$ cat config.mk
export PLATFORM = sky130hd
export DESIGN_NAME = sw_word_loader
export DESIGN_NICKNAME = d
export VERILOG_FILES = /design/src/rtl/sw_word_loader.sv
export SDC_FILE = /design/constraint.sdc
export NUM_CORES = 1
export LEC_CHECK = 0
export ABC_AREA = 1
export CAP_MARGIN = 20
export CELL_PAD_IN_SITES_DETAIL_PLACEMENT = 0
export CELL_PAD_IN_SITES_GLOBAL_PLACEMENT = 1
export CORE_ASPECT_RATIO = 1.75
export CORE_MARGIN = 2
export CORE_UTILIZATION = 38
export CTS_BUF_LIST = sky130_fd_sc_hd__clkbuf_4 sky130_fd_sc_hd__clkbuf_8
export DETAILED_ROUTE_END_ITERATION = 10
export PLACE_DENSITY_LB_ADDON = 0.1
export SLEW_MARGIN = 20
export SYNTH_ARGS = -nofsm -noshare
export SYNTH_HDL_FRONTEND = slang
export SYNTH_SLANG_ARGS = --single-unit
$ cat constraint.sdc
create_clock -name clk_100MHz -period 5.54 [get_ports clk_100MHz]
set_clock_uncertainty 0.2 [all_clocks]
set_input_delay 0.554 -clock clk_100MHz [delete_from_list [all_inputs] [get_ports clk_100MHz]]
set_output_delay 0.554 -clock clk_100MHz [all_outputs]
set_load 0.02 [all_outputs]
$ cat src/rtl/sw_word_loader.sv
// Assembles four switch bytes, captured on load-button rising edges, into a
// little-endian 32-bit word and writes it to sequential memory addresses with a req/ack handshake.
module sw_word_loader #(
  parameter int ADDR_W = 6
) (
  input  logic              clk_100MHz,
  input  logic              rst,
  input  logic              load_btn,
  input  logic              cancel,
  input  logic [7:0]        SW,
  input  logic              mem_ack,
  output logic              mem_wr_en,
  output logic [ADDR_W-1:0] mem_addr,
  output logic [31:0]       mem_wdata,
  output logic [1:0]        byte_idx,
  output logic              busy,
  output logic              full
);

  localparam logic [ADDR_W-1:0] LAST_ADDR = {ADDR_W{1'b1}};

  typedef enum logic [1:0] {
    IDLE  = 2'd0,
    WRITE = 2'd1,
    FULL  = 2'd2
  } state_t;

  state_t            state, state_nxt;
  logic              load_btn_q;
  logic              btn_mask;
  logic              load_pulse;
  logic [ADDR_W-1:0] addr_nxt;
  logic [31:0]       wdata_nxt;
  logic [1:0]        idx_nxt;

  // btn_mask remembers a button already held at reset so its level is not
  // mistaken for a fresh press on the first cycle afterwards.
  assign load_pulse = load_btn & ~load_btn_q & ~btn_mask;

  assign busy      = (state == WRITE);
  assign full      = (state == FULL);
  assign mem_wr_en = busy;

  // NOTE: sequential state uses non-blocking assignments so every register
  // samples the pre-edge values; blocking here would create ordering races.
  always_ff @(posedge clk_100MHz) begin
    if (rst) begin
      state      <= IDLE;
      load_btn_q <= 1'b0;
      btn_mask   <= load_btn;
      mem_addr   <= '0;
      mem_wdata  <= '0;
      byte_idx   <= '0;
    end else begin
      state      <= state_nxt;
      load_btn_q <= load_btn;
      btn_mask   <= 1'b0;
      mem_addr   <= addr_nxt;
      mem_wdata  <= wdata_nxt;
      byte_idx   <= idx_nxt;
    end
  end

  // NOTE: every combinational output gets a default first so no path leaves
  // it unassigned, which would infer a latch.
  always_comb begin
    state_nxt = state;
    addr_nxt  = mem_addr;
    wdata_nxt = mem_wdata;
    idx_nxt   = byte_idx;

    unique case (state)
      IDLE: begin
        if (cancel) begin
          wdata_nxt = '0;
          idx_nxt   = '0;
        end else if (load_pulse) begin
          wdata_nxt[8*byte_idx +: 8] = SW;
          idx_nxt = byte_idx + 2'd1;
          if (byte_idx == 2'd3) state_nxt = WRITE;
        end
      end
      WRITE: begin
        if (mem_ack) begin
          wdata_nxt = '0;
          idx_nxt   = '0;
          addr_nxt  = mem_addr + ADDR_W'(1);
          state_nxt = (mem_addr == LAST_ADDR) ? FULL : IDLE;
        end
      end
      FULL: ;
      default: state_nxt = IDLE;
    endcase
  end

endmodule

==> metrics.md, run 1 <==
| Metric | Value |
|---|---|
| Slew Limit Fails | `0` |
| Critical path launch point type | `flop` |
| Worst vdd ir | `0.125 mV` |
| WL/cell | `11.1 µm` |
| Clock Sinks | `44` |
| CP max FO | `5` |
| Mapped Avg Cell Area | `6.60 µm²` |
| RSZ-0062 raised after global routing | `false` |
| F_max | `396 MHz` |
| Clk pwr share | `0.287` |
| Sw Ratio | `0.305` |
| Grt total ovfl | `0` |
| ANT cells | `0` |
| TNS Setup | `0 ps` |
| Crit end category | `primary output` |
| DR vias | `2154` |
| Int Pwr | `0.529 mW` |
| Total GRT Usage | `0.169` |
| P per Cell Area | `252 nW/µm²` |
| # resized after CTS | `0` |
| DRT antenna net count | `0` |
| Clk_lat worst skew | `300 ps` |
| Worst-path clk slew | `80 ps` |
| Hold Path Class | `flop to flop` |
| Initial antenna violation count | `0` |
| Area growth, synth to finish | `29.8%` |
| Pre-Repair DR Iteration Count | `4` |
| Synth Register Bits | `44` |
| Worst slew margin relative to its limit | `0.584` |
| Final wirelength | `5340 µm` |
| Commonest non-fill, non-tap cell in the layout | `nor2_1` |
| CP arrival | `1770 ps` |
| Fin crit share | `0.456` |
| Yosys warns | `0` |
| Residual DRC | `0` |
| Hold violation count in the final report | `0` |
| H-Tree Level Count | `2` |
| Iter 0 DRT Violations | `76` |
| Area leader, netlist | `dfxtp_1` |
| Num ports | `56` |
| Commonest cells after routing, fill and taps aside | `nor2_1 (85), nand2_1 (79), clkdlybuf4s50_1 (55), inv_1 (53), dfxtp_1 (44)` |
| Sequential area share after synthesis | `0.378` |
| Fraction of layout cells with a size suffix above 1 | `0.0667` |
| Hold_ws | `270 ps` |
| Largest cells by area after synthesis | `dfxtp_1 (38%), nor2_1 (14%), nand2_1 (13%), inv_1 (8.5%), a21oi_1 (4.7%)` |
| Post-Syn Instances | `353` |
| Height of the die | `108 µm` |
| GP Congestion | `0.782` |
| Dpl hpwl | `4070 µm` |
| Netlist area before placement | `2330 µm²` |
| Syn Nets | `373` |
| Outcome | `complete, no violations` |
| Hold buffers post-CTS | `0` |
| Slew @ Worst Pin | `624 ps` |
| Nets@finish | `424` |
| CTS max path bufs | `2` |
| First-pass GRT wire length | `9280 µm` |
| Critical path class | `flop to primary output` |
| # port buffers | `55` |
| Combinational share of power | `0.251` |
| Core box area | `5930 µm²` |
| Critical Path RT | `4790 ps` |
| Starting Density | `0.393` |
| # Max-Cap Violations | `0` |
| Placed Instance Area | `2930 µm²` |
| Sequential power share | `0.462` |
| # setup viols final | `0` |
| Post-route cell area | `3030 µm²` |
| P_sw | `0.232 mW` |
| CTS buffer count | `5` |
| Pleak | `1.32 nW` |
| Via density | `4.46` |
| Die area | `6800 µm²` |
| Vias in the first global route | `2045` |
| Post-CTS setup buffer count | `0` |
| Root buffer selected by CTS | `clkbuf_8` |
| Synth top area share | `0.378` |
| Min Tclk post-route | `2530 ps` |
| Synth unique cells | `21` |
| CTS tree | `built` |
| Fillers | `674` |
| Rows | `37` |
| Largest net degree at the start of global routing | `21` |
| Die Wd | `63.2 µm` |
## synth_stat cells (all sizes together)
cell and n:
a21oi 23, and3 1, buf 5, clkbuf 7
dfxtp 44, ha 7, inv 57, nand2 84
nand3 22, nand4 7, nor2 88, nor3 2
o21ai 6
## state kept, by name, summed over array words and instances (netlist names)
register and cells:
mem_wdata 32, mem_addr 6, state 2, load_btn_q 1
btn_mask 1, byte_idx 2
## worst max-delay path: stages, from the launching register on
cell and delay (ps):
dfxtp_1 510, inv_1 100, nor2_1 210, clkdlybuf4s50_1 650
## final timing paths
| check | cells past startpoint | slack (ps) | start | to |
|---|---|---|---|---|
| setup / recovery | 3 | 3010 | state[0]$_SDFFE_PP0P_ | mem_wr_en |
| hold / removal | 2 | 270 | mem_wdata[8]$_SDFFE_PP0P_ | mem_wdata[8]$_SDFFE_PP0P_ |
| setup reg to reg | 7 | 3250 | byte_idx[0]$_SDFFE_PP0P_ | mem_wdata[8]$_SDFFE_PP0P_ |
| hold reg to reg | 2 | 270 | mem_wdata[8]$_SDFFE_PP0P_ | mem_wdata[8]$_SDFFE_PP0P_ |
## metal layers
| metal | vias to the layer above | share of wire | track usage |
|---|---|---|---|
| met5 | - | 0 | 0 |
| met4 | 0 | 0.020 | 0.0637 |
| met3 | 10 | 0.037 | 0.0314 |
| met2 | 34 | 0.53 | 0.311 |
| met1 | 940 | 0.42 | 0.190 |
| li1 | 1170 | - | - |
## kinds of logic after synthesis
group / after synthesis / synth area share
fa+ha+maj: 7 / 0.0376
simple gates: 204 / 0.392
compound gates: 29 / 0.0671
flops: 44 / 0.378
buf+inv: 69 / 0.126
## power by group through the flow
stage	registers, mW	logic, mW	clock network, mW
4_1_cts	0.352	0.193	0.227
3_5_place_dp	0.359	0.192	0
2_1_floorplan	0.382	0.103	0
5_1_grt	0.356	0.215	0.237
6_report	0.352	0.191	0.218
3_3_place_gp	0.359	0.191	0
## final cells by class
cell class	instances	area, µm²	area share
Clock buffer	8	97.6	0.0323
Inverter	57	214	0.0707
Multi-Input combinational cell	240	1160	0.383
Sequential cell	44	881	0.291
Tap cell	78	97.6	0.0323
Timing Repair Buffer	56	578	0.191
## stage by stage
stage          power, mW  worst slack (ps)  std cells  utilization
6_report           0.761              3010        483        0.511
5_1_grt            0.807              2940        483        0.511
4_1_cts            0.773              2990        483        0.511
3_5_place_dp       0.552              3230        475        0.494
3_3_place_gp       0.549              2940        474        0.489
2_1_floorplan      0.485              3370        353            -
Note: power is estimated with default switching activity, not from simulation.
==> run 2: changes to the inputs <==
--- a/config.mk
+++ b/config.mk
@@ -11,7 +11,7 @@
 export CELL_PAD_IN_SITES_GLOBAL_PLACEMENT = 1
 export CORE_ASPECT_RATIO = 1.75
 export CORE_MARGIN = 2
-export CORE_UTILIZATION = 38
+export CORE_UTILIZATION = 32
 export CTS_BUF_LIST = sky130_fd_sc_hd__clkbuf_4 sky130_fd_sc_hd__clkbuf_8
 export DETAILED_ROUTE_END_ITERATION = 10
 export PLACE_DENSITY_LB_ADDON = 0.1
==> constraint.sdc (replaced) <==
create_clock -name clk_100MHz -period 2.1 [get_ports clk_100MHz]
set_clock_uncertainty 0.2 [all_clocks]
set_input_delay 0.21 -clock clk_100MHz [delete_from_list [all_inputs] [get_ports clk_100MHz]]
set_output_delay 0.21 -clock clk_100MHz [all_outputs]
set_load 0.02 [all_outputs]
==> run 2 against run 1 <==
Net effect:
- routed wire length up 14%
- via count grew 2.2%
- first-iteration DRC count rose by 5.3%
- largest cell class unchanged
- cell area up 2.1%
- sequential share of layout area is 0.56 points lower
- register-to-register slack worse by 2900 ps
- largest power group unchanged
- worst hold slack got worse by 6.8 ps
- critical path type unchanged
- global-route usage decreased by 0.61 points
- flip-flop and latch count stayed put
==> metrics.md, run 2 (synthesis results as in run 1) <==
| Metric | Value |
|---|---|
| Outcome | `complete, no violations` |
| Hold buffers post-CTS | `0` |
| Biggest regs | `mem_wdata: 32 flops, mem_addr: 6 flops` |
| P per Cell Area | `660 nW/µm²` |
| FF-to-FF setup slack | `360 ps` |
| Slew @ Worst Pin | `323 ps` |
| Die Wd | `68.5 µm` |
| R2R depth | `7` |
| CTS max path bufs | `2` |
| Hold violation count in the final report | `0` |
| Critical Path RT | `1690 ps` |
| Largest net degree at the start of global routing | `20` |
| RSZ-0062 raised after global routing | `false` |
| Vias in the first global route | `2103` |
| CP max FO | `5` |
| WL/cell | `12.2 µm` |
| Die area | `8010 µm²` |
| Worst slew margin relative to its limit | `0.784` |
| Root buffer selected by CTS | `clkbuf_8` |
| GP Congestion | `0.765` |
| Height of the die | `117 µm` |
| Commonest non-fill, non-tap cell in the layout | `nor2_1` |
| Nets@finish | `432` |
| Dpl ws | `187 ps` |
| Crit end category | `primary output` |
| # setup viols final | `0` |
| H-Tree Level Count | `2` |
| Pre-Repair DR Iteration Count | `4` |
| F_max | `500 MHz` |
| # Max-Cap Violations | `0` |
| DP Cell Count | `491` |
| Initial antenna violation count | `0` |
| TNS Setup | `0 ps` |
| Design Power | `2.04 mW` |
| DR vias | `2201` |
| Worst vdd ir | `0.298 mV` |
| Min Tclk post-route | `2000 ps` |
| Max reg flops | `32` |
| Iter 0 DRT Violations | `80` |
| Fraction of layout cells with a size suffix above 1 | `0.0872` |
| Dpl hpwl | `4710 µm` |
| Reg2reg end | `mem_wdata[27]$_SDFFE_PP0P_` |
| Final wirelength | `6090 µm` |
| Critical path class | `flop to primary output` |
| Area growth, synth to finish | `32.5%` |
| Clk_lat worst skew | `300 ps` |
| Residual DRC | `0` |
| CTS tree | `built` |
| Hold Path Class | `flop to flop` |
| Commonest cells after routing, fill and taps aside | `nor2_1 (85), nand2_1 (79), clkdlybuf4s50_1 (55), inv_1 (53), dfxtp_1 (43)` |
| CP startpoint | `state[0]$_SDFFE_PP0P_` |
| Critical path launch point type | `flop` |
| DRT antenna net count | `0` |
| Final Util | `0.433` |
| Largest Register | `mem_wdata` |
| Pleak | `1.36 nW` |
| Post-route cell area | `3090 µm²` |
| Clock Sinks | `44` |
| Layout Cells excl Fill | `499` |
| Hold path startpoint | `mem_wdata[8]$_SDFFE_PP0P_` |
| Via density | `4.41` |
| # port buffers | `55` |
| Rows | `41` |
| CP arrival | `1590 ps` |
| Starting Density | `0.327` |
| Cells on Worst Hold Path | `2` |
| Placed Instance Area | `2990 µm²` |
| Reg-to-reg critical path startpoint | `byte_idx[0]$_SDFFE_PP0P_` |
| Hold_ws | `264 ps` |
| Setup ws final | `101 ps` |
| Worst-path clk slew | `80 ps` |
| Hold EP | `mem_wdata[8]$_SDFFE_PP0P_` |
| First-pass GRT wire length | `9690 µm` |
| CTS buffer count | `5` |
| Total GRT Usage | `0.163` |
| Core box area | `7130 µm²` |
| Grt total ovfl | `0` |
| Slew Limit Fails | `0` |
| Fin crit share | `0.952` |
| Num ports | `56` |
| ANT cells | `0` |
run 2: cell types whose count changed in the layout (fill, tap and decap cells not counted):
cell / before / now
buf_4: 0 / 8
dfxtp_1: 44 / 43
buf_16: 1 / 0
buf_12: 0 / 1
dfxtp_2: 0 / 1
run 2: routing by layer:
metal / up-vias / routed length, µm / part of all wire / global-route usage
li1: 1187 / - / - / -
met1: 964 / 2300 / 0.38 / 0.170
met2: 43 / 3400 / 0.56 / 0.303
met3: 7 / 287 / 0.047 / 0.0363
met4: 0 / 106 / 0.017 / 0.0627
met5: - / 0 / 0 / 0
run 2: worst max-delay path, cell delays in order, from the launching register on:
cell and delay (ps):
dfxtp_2 420, inv_1 70, nor2_1 160, clkdlybuf4s50_1 630
run 2: final cells by class:
cell class	count	area (µm²)
repair buffers	64	631
inverters	57	214
well taps	86	108
multi-input cells	240	1160
fillers	783	4040
flip-flops and latches	44	882
clock buffers	8	97.6
run 2: worst max path at each step:
stage / to / slack (ps) / cells after the start
global route: full / 30 / 3
detailed placement: mem_wdata[4]$_SDFFE_PP0P_ / 190 / 6
global placement: mem_wdata[14]$_SDFFE_PP0P_ / 220 / 6
CTS: mem_wr_en / 80 / 3
floorplan: mem_wdata[30]$_SDFFE_PP0P_ / 30 / 9
finish: mem_wr_en / 100 / 3
run 2: power by group:
part           switching (mW)  internal (mW)  leakage [nW]
Sequential             0.0293          0.892         0.361
Combinational           0.312          0.220         0.942
Clock                   0.293          0.295        0.0523
run 2: repair_timing:
action / in CTS / in global routing
setup buffers: 0 / 0
endpoints found under the setup margin: 2 / 0
resized for setup: 1 / 0
==> run 3: changes to the inputs <==
--- a/config.mk
+++ b/config.mk
@@ -14,7 +14,9 @@
 export CORE_UTILIZATION = 32
 export CTS_BUF_LIST = sky130_fd_sc_hd__clkbuf_4 sky130_fd_sc_hd__clkbuf_8
 export DETAILED_ROUTE_END_ITERATION = 10
+export GPL_ROUTABILITY_DRIVEN = 0
 export PLACE_DENSITY_LB_ADDON = 0.1
+export SETUP_SLACK_MARGIN = 0.05
 export SLEW_MARGIN = 20
 export SYNTH_ARGS = -nofsm -noshare
 export SYNTH_HDL_FRONTEND = slang
==> run 3 against run 2 <==
Net effect:
- sequential share of layout area grew 0.052 points
- first-iteration DRC count increased by 31%
- die area did not move
- sequential power barely moved
- maximum frequency up 4.0%
- largest cell class unchanged
- highest routed layer unchanged
==> metrics.md, run 3 (synthesis results as in run 1) <==
| Metric | Value |
|---|---|
| Largest Register | `mem_wdata` |
| Worst vdd ir | `0.371 mV` |
| ANT cells | `0` |
| Final wirelength | `6130 µm` |
| DR vias | `2195` |
| CP arrival | `1510 ps` |
| TNS Setup | `0 ps` |
| Min Tclk post-route | `1920 ps` |
| Worst slew margin relative to its limit | `0.799` |
| Slew @ Worst Pin | `301 ps` |
| # Max-Cap Violations | `0` |
| Iter 0 DRT Violations | `105` |
| Slowest cell on the critical path | `clkdlybuf4s50_1` |
| Cells on Worst Hold Path | `2` |
| F_max | `520 MHz` |
| Reg area | `883 µm²` |
| CP bufs+invs | `2` |
| Vias in the first global route | `2049` |
| CP Depth | `2` |
| Core box area | `7130 µm²` |
| R2R depth | `7` |
| Clk_lat worst skew | `300 ps` |
| Combinational share of power | `0.258` |
| # setup viols final | `0` |
| Critical path class | `flop to primary output` |
| Hold violation count in the final report | `0` |
| Grt total ovfl | `0` |
| Total GRT Usage | `0.167` |
| P per Cell Area | `659 nW/µm²` |
| Int Pwr | `1.40 mW` |
| Commonest cells after routing, fill and taps aside | `nor2_1 (85), nand2_1 (79), inv_1 (53), clkdlybuf4s50_1 (52), dfxtp_1 (42)` |
| Critical Path RT | `1690 ps` |
| H-Tree Level Count | `2` |
| Residual DRC | `0` |
| Fraction of layout cells with a size suffix above 1 | `0.0829` |
| Slew Limit Fails | `0` |
| CP top delay family | `buffers and inverters` |
| Largest net degree at the start of global routing | `39` |
| Via density | `4.43` |
| CP cell instances | `buf_4 -> clkdlybuf4s50_1` |
| Fin crit share | `0.916` |
| Commonest non-fill, non-tap cell in the layout | `nor2_1` |
| Outcome | `complete, no violations` |
| Worst-path clk slew | `80 ps` |
| Nets@finish | `429` |
| Sequential power share | `0.454` |
| CTS tree | `built` |
| CTS buffer count | `5` |
| CP max FO | `10` |
| Die Wd | `68.5 µm` |
| Placed Instance Area | `2980 µm²` |
| Critical path launch point type | `flop` |
| Hold Path Class | `flop to flop` |
| Starting Density | `0.327` |
| Hold buffers post-CTS | `0` |
| Pre-Repair DR Iteration Count | `4` |
| RSZ-0062 raised after global routing | `false` |
| Clk pwr share | `0.288` |
| Num ports | `56` |
| Post-CTS setup buffer count | `0` |
| First-pass GRT wire length | `9810 µm` |
| Height of the die | `117 µm` |
| Dpl hpwl | `4650 µm` |
| Critical Path Max Stage Delay | `620 ps` |
| Max reg flops | `32` |
| Initial antenna violation count | `0` |
| Area growth, synth to finish | `32.5%` |
| P_sw | `0.631 mW` |
| Fillers | `787` |
| Pleak | `1.40 nW` |
| Post-route cell area | `3090 µm²` |
| Rows | `41` |
| Root buffer selected by CTS | `clkbuf_8` |
| Crit end category | `primary output` |
| CTS max path bufs | `2` |
| Multi-input logic area | `1160 µm²` |
| Biggest regs | `mem_wdata: 32 flops, mem_addr: 6 flops` |
| DRT antenna net count | `0` |
| # port buffers | `55` |
| Clock Sinks | `44` |
| Sw Ratio | `0.310` |
| WL/cell | `12.4 µm` |
| Die area | `8010 µm²` |
run 3: cell count changes in the layout (fill, tap and decap cells not counted):
cell and change:
dfxtp_1 -1, dlymetal6s2s_1 +3, buf_4 -4, buf_12 +1, clkdlybuf4s50_1 -3, dfxtp_2 +1
run 3: worst paths after layout:
kind                            slack [ps]                          to                       from
worst max-delay path                   180                 byte_idx[0]   byte_idx[0]$_SDFFE_PP0P_
worst min register to register         270   mem_wdata[8]$_SDFFE_PP0P_  mem_wdata[8]$_SDFFE_PP0P_
worst max register to register         270  mem_wdata[29]$_SDFFE_PP0P_   byte_idx[0]$_SDFFE_PP0P_
worst min-delay path                   270   mem_wdata[8]$_SDFFE_PP0P_  mem_wdata[8]$_SDFFE_PP0P_
run 3: power by group through the flow:
stage          combinational, mW  clock (mW)  sequential, mW
3_5_place_dp               0.530           0           0.946
4_1_cts                    0.533       0.611           0.926
2_1_floorplan              0.271           0            1.01
3_3_place_gp               0.532           0           0.945
6_report                   0.525       0.585           0.924
5_1_grt                    0.595       0.643           0.931
run 3: area by class of cell:
class | instances | share of cell area
multi-input cells | 240 | 0.375
flip-flops and latches | 44 | 0.286
repair buffers | 61 | 0.203
inverters | 57 | 0.0693
well taps | 86 | 0.0348
clock buffers | 8 | 0.0316
run 3: repair_timing:
item                                    4_1_cts  5_1_grt
gates resized for setup                       1        3
endpoints found under the setup margin        2        3
pin swaps                                     0        0
run 3: per-stage QoR:
step | hold WS (ps) | utilization | instances | setup slack (ps) | total power, mW
detailed placement | 263 | 0.418 | 488 | 179 | 1.48
CTS | 275 | 0.432 | 496 | 51.2 | 2.07
global placement | 258 | 0.418 | 488 | 181 | 1.48
finish | 271 | 0.433 | 496 | 177 | 2.03
global route | 301 | 0.433 | 496 | 84.2 | 2.17
floorplan | 79.1 | - | 353 | 160 | 1.28
run 3: worst register-to-register path, delay by kind of cell (launching register included):
kind | cells | cell delay [ps]
flip-flops | 1 | 400
buffers and inverters | 2 | 270
adder cells (fa/ha/maj) | 1 | 320
AND/OR/NAND/NOR | 4 | 570
run 3: routing by layer:
metal,GRT usage,share of wire,up-vias
met1,0.177,0.39,962
met2,0.310,0.55,46
met5,0,0,-
li1,-,-,1182
met3,0.0354,0.044,5
met4,0.0640,0.018,0
